==> src/rtl/uart_tx_arbiter.sv <==
`default_nettype none
// ============================================================================
// Module      : uart_tx_arbiter
// Description : Two-requester round-robin arbiter feeding a shared UART
//               transmitter, with one-entry holding slots and busy timeout.
// Revision    : 1.0 - initial release
// ============================================================================
module uart_tx_arbiter #(
  parameter int DATA_WIDTH   = 8,
  parameter int BUSY_TIMEOUT = 16
) (
  input  logic                  clk,
  input  logic                  reset,
  input  logic                  req0_valid,
  input  logic [DATA_WIDTH-1:0] req0_data,
  output logic                  req0_ready,
  input  logic                  req1_valid,
  input  logic [DATA_WIDTH-1:0] req1_data,
  output logic                  req1_ready,
  output logic [DATA_WIDTH-1:0] tx_data_out,
  output logic                  tx_strobe_start,
  input  logic                  tx_strobe_busy,
  output logic                  grant_id,
  output logic                  arb_busy,
  output logic                  timeout_err
);

  localparam int c_CNT_W = $clog2(BUSY_TIMEOUT) + 1;
  localparam logic [c_CNT_W-1:0] c_CNT_LAST = c_CNT_W'(BUSY_TIMEOUT - 1);
  localparam logic [c_CNT_W-1:0] c_CNT_ONE  = c_CNT_W'(1);

  localparam logic [1:0] c_IDLE      = 2'd0;
  localparam logic [1:0] c_START     = 2'd1;
  localparam logic [1:0] c_WAIT_BUSY = 2'd2;
  localparam logic [1:0] c_WAIT_DONE = 2'd3;

  logic [1:0]            r_state;
  logic                  r_pend0;
  logic                  r_pend1;
  logic [DATA_WIDTH-1:0] r_data0;
  logic [DATA_WIDTH-1:0] r_data1;
  logic [DATA_WIDTH-1:0] r_tx_data;
  logic                  r_grant;
  logic [c_CNT_W-1:0]    r_cnt;
  logic                  r_timeout;

  logic w_grant;
  logic w_pick1;

  // On a tie the requester that did not win last time goes next.
  assign w_grant = (r_state == c_IDLE) && (r_pend0 || r_pend1);
  assign w_pick1 = r_pend1 && (!r_pend0 || !r_grant);

  always_ff @(posedge clk) begin
    if (!reset) begin
      r_state   <= c_IDLE;
      r_pend0   <= 1'b0;
      r_pend1   <= 1'b0;
      r_data0   <= '0;
      r_data1   <= '0;
      r_tx_data <= '0;
      r_grant   <= 1'b1;
      r_cnt     <= '0;
      r_timeout <= 1'b0;
    end else begin
      // Holding slots: a grant empties the winner, an empty slot takes a byte.
      if (w_grant && !w_pick1) begin
        r_pend0 <= 1'b0;
      end else if (req0_valid && !r_pend0) begin
        r_pend0 <= 1'b1;
        r_data0 <= req0_data;
      end

      if (w_grant && w_pick1) begin
        r_pend1 <= 1'b0;
      end else if (req1_valid && !r_pend1) begin
        r_pend1 <= 1'b1;
        r_data1 <= req1_data;
      end

      case (r_state)
        c_IDLE: begin
          if (w_grant) begin
            r_tx_data <= w_pick1 ? r_data1 : r_data0;
            r_grant   <= w_pick1;
            r_state   <= c_START;
          end
        end
        c_START: begin
          r_cnt   <= '0;
          r_state <= c_WAIT_BUSY;
        end
        c_WAIT_BUSY: begin
          if (tx_strobe_busy) begin
            r_state <= c_WAIT_DONE;
          end else if (r_cnt == c_CNT_LAST) begin
            r_timeout <= 1'b1;
            r_state   <= c_IDLE;
          end else begin
            r_cnt <= r_cnt + c_CNT_ONE;
          end
        end
        c_WAIT_DONE: begin
          if (!tx_strobe_busy) begin
            r_state <= c_IDLE;
          end
        end
        default: r_state <= c_IDLE;
      endcase
    end
  end

  assign req0_ready      = !r_pend0;
  assign req1_ready      = !r_pend1;
  assign tx_data_out     = r_tx_data;
  assign tx_strobe_start = (r_state == c_START);
  assign grant_id        = r_grant;
  assign arb_busy        = (r_state != c_IDLE);
  assign timeout_err     = r_timeout;

endmodule
`default_nettype wire

==> config.mk <==
export PLATFORM = sky130hd
export DESIGN_NAME = uart_tx_arbiter
export DESIGN_NICKNAME = d
export VERILOG_FILES = /design/src/rtl/uart_tx_arbiter.sv
export SDC_FILE = /design/constraint.sdc
export NUM_CORES = 1
export LEC_CHECK = 0
export ABC_AREA = 1
export BUFFER_PORTS_ARGS = -buffer_cell sky130_fd_sc_hd__buf_2
export CORE_ASPECT_RATIO = 1.25
export CORE_UTILIZATION = 30
export CTS_BUF_LIST = sky130_fd_sc_hd__clkbuf_8
export DETAILED_ROUTE_END_ITERATION = 10
export GPL_TIMING_DRIVEN = 1
export SLEW_MARGIN = 30
export SYNTH_ARGS = -nofsm -noshare
export SYNTH_HDL_FRONTEND = slang
export SYNTH_SLANG_ARGS = --single-unit
==> constraint.sdc <==
create_clock -name clk -period 2.9 [get_ports clk]
set_input_delay 0.29 -clock clk [delete_from_list [all_inputs] [get_ports clk]]
set_output_delay 0.29 -clock clk [all_outputs]
set_load 0.005 [all_outputs]
==> results_dict.tcl, run 1 <==
set metrics [dict create \
    ios 35 \
    yosysMostFrequentCell "nand2_1" \
    path_clk_slew_ns 0.07 \
    hold_path_depth 3 \
    hpwl_mm 2.39 \
    regArea_um2 701 \
    finalCritPeriodShare_pct 55.0 \
    required_ns 2.61 \
    hp-start "req1_data[4]" \
    r2r-end "r_cnt[2]" \
    yosysUniqueCellTypes 21 \
    path_max_fanout 5 \
    htreeDepth 2 \
    drt-wirelength-per-cell_um 10.6 \
    routed_wirelength_mm 3.30 \
    root_buffer "clkbuf_8" \
    numCtsBuffers 5 \
    ff2ff_path_depth 10 \
    cts_setup_buffers 0 \
    hold_violations 0 \
    fmaxAchievable_mhz 627 \
    clock_path_buffers 2 \
    max_cap_viol_count 0 \
    fin_area_mm2 0.00189 \
    syn_nets 241 \
    drv_slew 0 \
    worst-setup-path-type "reg2out" \
    synth_area_per_cell_um2 7.32 \
    fillers 532 \
    port_buffers 34 \
    status "completed" \
    rsz0062_at_grt "false" \
    cp-end-kind "output port" \
    nets 278 \
    cts.sinks 35 \
    synth_top_cell_by_area "dfxtp_1" \
    grt_pass1_wl_mm 5.69 \
    place_ws_ns 1.37 \
    viasPerCell 4.44 \
    syn2layout_area_growth_pct 20.9 \
    power_density_mw_per_mm2 771 \
    synthTopCellsByArea "dfxtp_1 (45%), nand2_1 (13%), nor2_1 (9.1%)" \
    drt_first_iter_violations 33 \
    start_util_pct 32.0 \
    placed_cell_area_mm2 0.00178 \
    synth_enable_flop_cells 0 \
    multiInputGateArea_um2 783 \
    rrSetupSlack_ns 1.33 \
    insertion_delay_ns 0.28 \
    synthArstFlopShare_pct 0 \
    finalCriticalPeriod_ns 1.60 \
    drive_gt1_share_pct 21.1 \
    cts_tree "yes" \
    rows 28 \
    hp-class "in2reg" \
    drc_errors 0 \
    overflow 0 \
    ys.warnings.count 0 \
    netlist_instances 213 \
    synth.yosys.seq_area_share_pct 44.9 \
    first_global_vias 1263 \
    grt_max_degree 24 \
    vias 1380 \
    crit_arrival_ns 1.31 \
    r2r-start "r_cnt[0]" \
    timing.final.ws_setup_ns 1.30 \
    core_mm2 0.00487 \
    gp_congestion 0.771 \
    min_to "r_data1[4]" \
    die_h_um 82.6 \
    worstMarginPinSlew_ns 0.529 \
    antenna_left 0 \
    finalSetupViolCount 0 \
    critPathLaunchType "flop" \
    p_leak_nw 0.856 \
    ctsResizeCount 0 \
    die-area_mm2 0.00549 \
    die_x_um 66.5 \
    skew_ns 0.00340 \
    yosys.area.top_type_share_pct 44.9 \
    ir_drop_mv 0.268 \
    drt-pass1-iter-count 4 \
    ys_top_cells_by_count "nand2_1 (52), nor2_1 (38), dfxtp_1 (35)" \
    slew-limit-headroom_pct 64.7 \
    grt_antenna_before_repair 0 \
    grt_util_all_layers_pct 13.9 \
    post_synth_instance_area_mm2 0.00156 \
    synth_ff_type "dfxtp_1" \
    diodes 0 \
    ctsHoldBuffers 0 \
    fin_tns_setup_ns 0 \
    yosys_register_bits 35 \
]
placed cells by master, fill, tap and decap left out:
cell type | synthesis | layout
nand4_1 | 2 | 2
nand2_2 | 3 | 3
nand3_1 | 15 | 15
nand2_1 | 52 | 52
or2_1 | 1 | 1
o21a_1 | 1 | 1
nor2_1 | 38 | 38
buf_2 | 0 | 34
clkinvlp_4 | 0 | 1
nand2_4 | 1 | 1
dfxtp_1 | 35 | 35
o21ai_0 | 18 | 18
nor2_2 | 2 | 2
a21oi_1 | 17 | 17
inv_2 | 3 | 3
nand2_8 | 1 | 1
clkbuf_8 | 0 | 7
nor2_4 | 1 | 1
nor3b_1 | 1 | 1
ha_1 | 7 | 7
inv_1 | 11 | 11
layer usage:
layer  share of wire [%]  GRT usage, %  up-vias
met5                   0             0        -
met4                 2.2          7.02        0
met3                 4.8          4.26        7
met2                  45          23.1       29
met1                  47          16.2      583
li1                    -             -      761
flip-flops by register name, summed over array words and instances (netlist names):
register / flops
r_data0: 8
r_cnt: 5
tx_data_out: 8
grant_id: 1
r_pend0: 1
r_pend1: 1
r_data1: 8
timeout_err: 1
r_state: 2
power by group:
group / internal, W / switching [W] / total (W) / leakage, nW
sequential: 0.000547 / 0.0000566 / 0.000604 / 0.287
combinational: 0.000163 / 0.000292 / 0.000455 / 0.519
clock: 0.000216 / 0.000178 / 0.000394 / 0.0505
total: 0.000926 / 0.000527 / 0.00145 / 0.856
worst max path at each step:
stage,start,end,slack (ns),cells after the start
2_1_floorplan,r_cnt[0],r_cnt[2],1.50,10
3_3_place_gp,r_cnt[0],r_cnt[2],1.44,10
3_5_place_dp,r_cnt[0],r_cnt[2],1.37,10
4_1_cts,r_state[1],arb_busy,1.29,4
5_1_grt,r_cnt[0],r_cnt[2],1.18,10
6_report,r_state[1],arb_busy,1.30,4
layout make-up:
| class | count | share of cell area (%) |
|---|---|---|
| clock buffer | 7 | 5.11 |
| clock inverter | 1 | 0.398 |
| inverter | 14 | 2.79 |
| multi-input combinational | 160 | 41.5 |
| sequential | 35 | 37.2 |
| tap | 60 | 3.98 |
| timing repair buffer | 34 | 9.02 |
logic make-up (layout without fill, tap and decap cells):
family	count (synthesis)	after routing	share of synthesized area (%)
AOI/OAI and AO/OA	36	36	11.7
adders and majority gates	7	7	5.62
buffers and inverters	18	56	4.82
DFF	35	35	44.9
and+or+nand+nor	117	117	32.9
worst max-delay path, cell delays in order, from the launching register on:
cell and delay (ns):
dfxtp_1 0.41, inv_1 0.12, ha_1 0.22, inv_1 0.13, buf_2 0.13
per-stage QoR:
step,util (%),total power [W],hold WS (ns),instances
floorplan,-,0.000945,0.414,213
global placement,36.6,0.00107,0.444,303
detailed placement,36.6,0.00107,0.450,303
CTS,38.7,0.00147,0.246,311
global route,38.7,0.00157,0.254,311
finish,38.7,0.00145,0.249,311
(Power assumes the default switching activity.)
==> inputs of run 2 (changes only) <==
Settings changed: ABC_AREA 1 to 0.
Clock period 2.9 ns to 1.5 ns, I/O delays scaled along.
==> results_dict.tcl, run 2 <==
set metrics [dict create \
    grt_pass1_wl_mm 5.33 \
    diodes 0 \
    grt_util_all_layers_pct 12.5 \
    status "completed" \
    cts.sinks 35 \
    timing.final.ws_setup_ns 0.0640 \
    drt-pass1-iter-count 4 \
    synth_area_per_cell_um2 10.1 \
    finalSetupViolCount 0 \
    cts_tree "yes" \
    ir_drop_mv 0.786 \
    power_density_mw_per_mm2 1400 \
    drc_errors 0 \
    synth.yosys.seq_area_share_pct 43.9 \
    nets 230 \
    die_x_um 67.3 \
    syn2layout_area_growth_pct 28.9 \
    yosys_register_bits 35 \
    fin_tns_setup_ns 0 \
    synthTopCellsByArea "dfxtp_1 (44%), mux2i_1 (17%), nor2b_1 (7.0%)" \
    vias 1259 \
    netlist_instances 158 \
    yosysMostFrequentCell "dfxtp_1" \
    gp_congestion 0.747 \
    yosysUniqueCellTypes 30 \
    synth_ff_type "dfxtp_1" \
    grt_max_degree 36 \
    fmaxAchievable_mhz 696 \
    hp-class "in2reg" \
    die_h_um 83.6 \
    worstMarginPinSlew_ns 0.546 \
    die-area_mm2 0.00562 \
    ys_top_cells_by_count "dfxtp_1 (35), mux2i_1 (27), nor2b_1 (18)" \
    synth_top_cell_by_area "dfxtp_1" \
    drt_first_iter_violations 48 \
    core_mm2 0.00512 \
    first_global_vias 1179 \
    p_leak_nw 0.910 \
    overflow 0 \
    viasPerCell 4.75 \
    final_cell_mix "buf_2 (34), dfxtp_1 (33), mux2i_1 (27)" \
    numCtsBuffers 5 \
    worst-setup-path-type "reg2reg" \
    finalCriticalPeriod_ns 1.44 \
    skew_ns 0.00418 \
    routed_wirelength_mm 3.20 \
    hold_violations 0 \
    critPathLaunchType "flop" \
    place_ws_ns -0.0402 \
    synthArstFlopShare_pct 0 \
    finalCritPeriodShare_pct 95.7 \
    path_clk_slew_ns 0.07 \
    synth_enable_flop_cells 0 \
    drive_gt1_share_pct 31.5 \
    insertion_delay_ns 0.28 \
    yosys.area.top_type_share_pct 43.9 \
    rows 29 \
    ios 35 \
    drv_slew 0 \
    start_util_pct 31.2 \
    required_ns 1.68 \
    cp-end-kind "flop" \
    max_cap_viol_count 0 \
    wl_met2_mm 1.54 \
    crit_arrival_ns 1.61 \
    rsz0062_at_grt "true" \
    syn_nets 186 \
    port_buffers 34 \
    slew-limit-headroom_pct 63.6 \
    clock_path_buffers 2 \
    antenna_left 0 \
    post_synth_instance_area_mm2 0.00160 \
    met1_length_mm 1.46 \
    highest-signal-layer "met4" \
    route.met3.wl_um 158 \
    grt_antenna_before_repair 0 \
    ctsHoldBuffers 0 \
    final_common_cell "buf_2" \
    root_buffer "clkbuf_8" \
    hpwl_mm 2.30 \
    drt-wirelength-per-cell_um 12.1 \
    ys.warnings.count 0 \
    htreeDepth 2 \
    path_max_fanout 5 \
]
-- run 2: changes by cell type in the layout (fill, tap and decap cells not counted), moves of 8 or more --
cell	delta
a21oi_1	-9
buf_4	+9
mux2i_1	+27
nand2_1	-47
nand3_1	-9
nor2_1	-37
nor2b_1	+18
o21ai_0	-8
-- run 2: logic make-up after synthesis --
family | count (synthesis) | share of synthesized area [%]
mux | 27 | 16.9
compound gates | 34 | 14.3
fa+ha+maj | 7 | 5.48
buf+inv | 15 | 4.46
simple gates | 40 | 15.0
flops | 35 | 43.9
-- run 2: report_power, final --
part | internal [W] | switching [W]
clock | 0.000412 | 0.000326
combinational | 0.000483 | 0.000483
sequential | 0.00108 | 0.0000929
-- run 2: worst paths after layout --
kind	start	to	slack, ns	cells after the start
max	r_state[0]	r_state[1]	0.06	5
min	req1_valid	r_pend1	0.1	2
max reg2reg	r_state[0]	r_state[1]	0.06	5
min reg2reg	timeout_err	timeout_err	0.47	1
-- run 2: per-layer routing --
layer	track usage, %	vias up
met2	19.4	33
met4	5.42	0
met1	15.5	581
met5	0	-
li1	-	641
met3	3.96	4
-- run 2: cell type report --
| type | instances | area, um2 |
|---|---|---|
| multi-input cells | 108 | 875 |
| repair buffers | 45 | 278 |
| well taps | 62 | 77.6 |
| clock inverters | 1 | 3.75 |
| fillers | 499 | 3060 |
| clock buffers | 7 | 96.3 |
| flip-flops and latches | 35 | 703 |
| inverters | 7 | 26.3 |
-- run 2: critical path: stages (launching register included) --
cell	delay, ns
dfxtp_1	0.33
inv_1	0.07
ha_1	0.26
o21a_1	0.20
a211o_1	0.26
a32o_1	0.21
-- run 2: stage by stage --
step / instances / instance area [um2] / total power, W / hold slack (ns) / utilization [%]
after detailed placement: 256 / 1910 / 0.00215 / 0.394 / 37.4
after global routing: 265 / 2060 / 0.00307 / 0.110 / 40.3
final: 265 / 2060 / 0.00288 / 0.0977 / 40.3
after CTS: 264 / 2030 / 0.00290 / 0.0943 / 39.7
after global placement: 256 / 1910 / 0.00214 / 0.385 / 37.4
after floorplan: 158 / 1610 / 0.00178 / 0.288 / -
-- run 2: repair_timing --
item,in CTS,in global routing
resized for setup,3,8
endpoints found under the setup margin,4,12
pin swaps,1,4
setup buffers,0,1
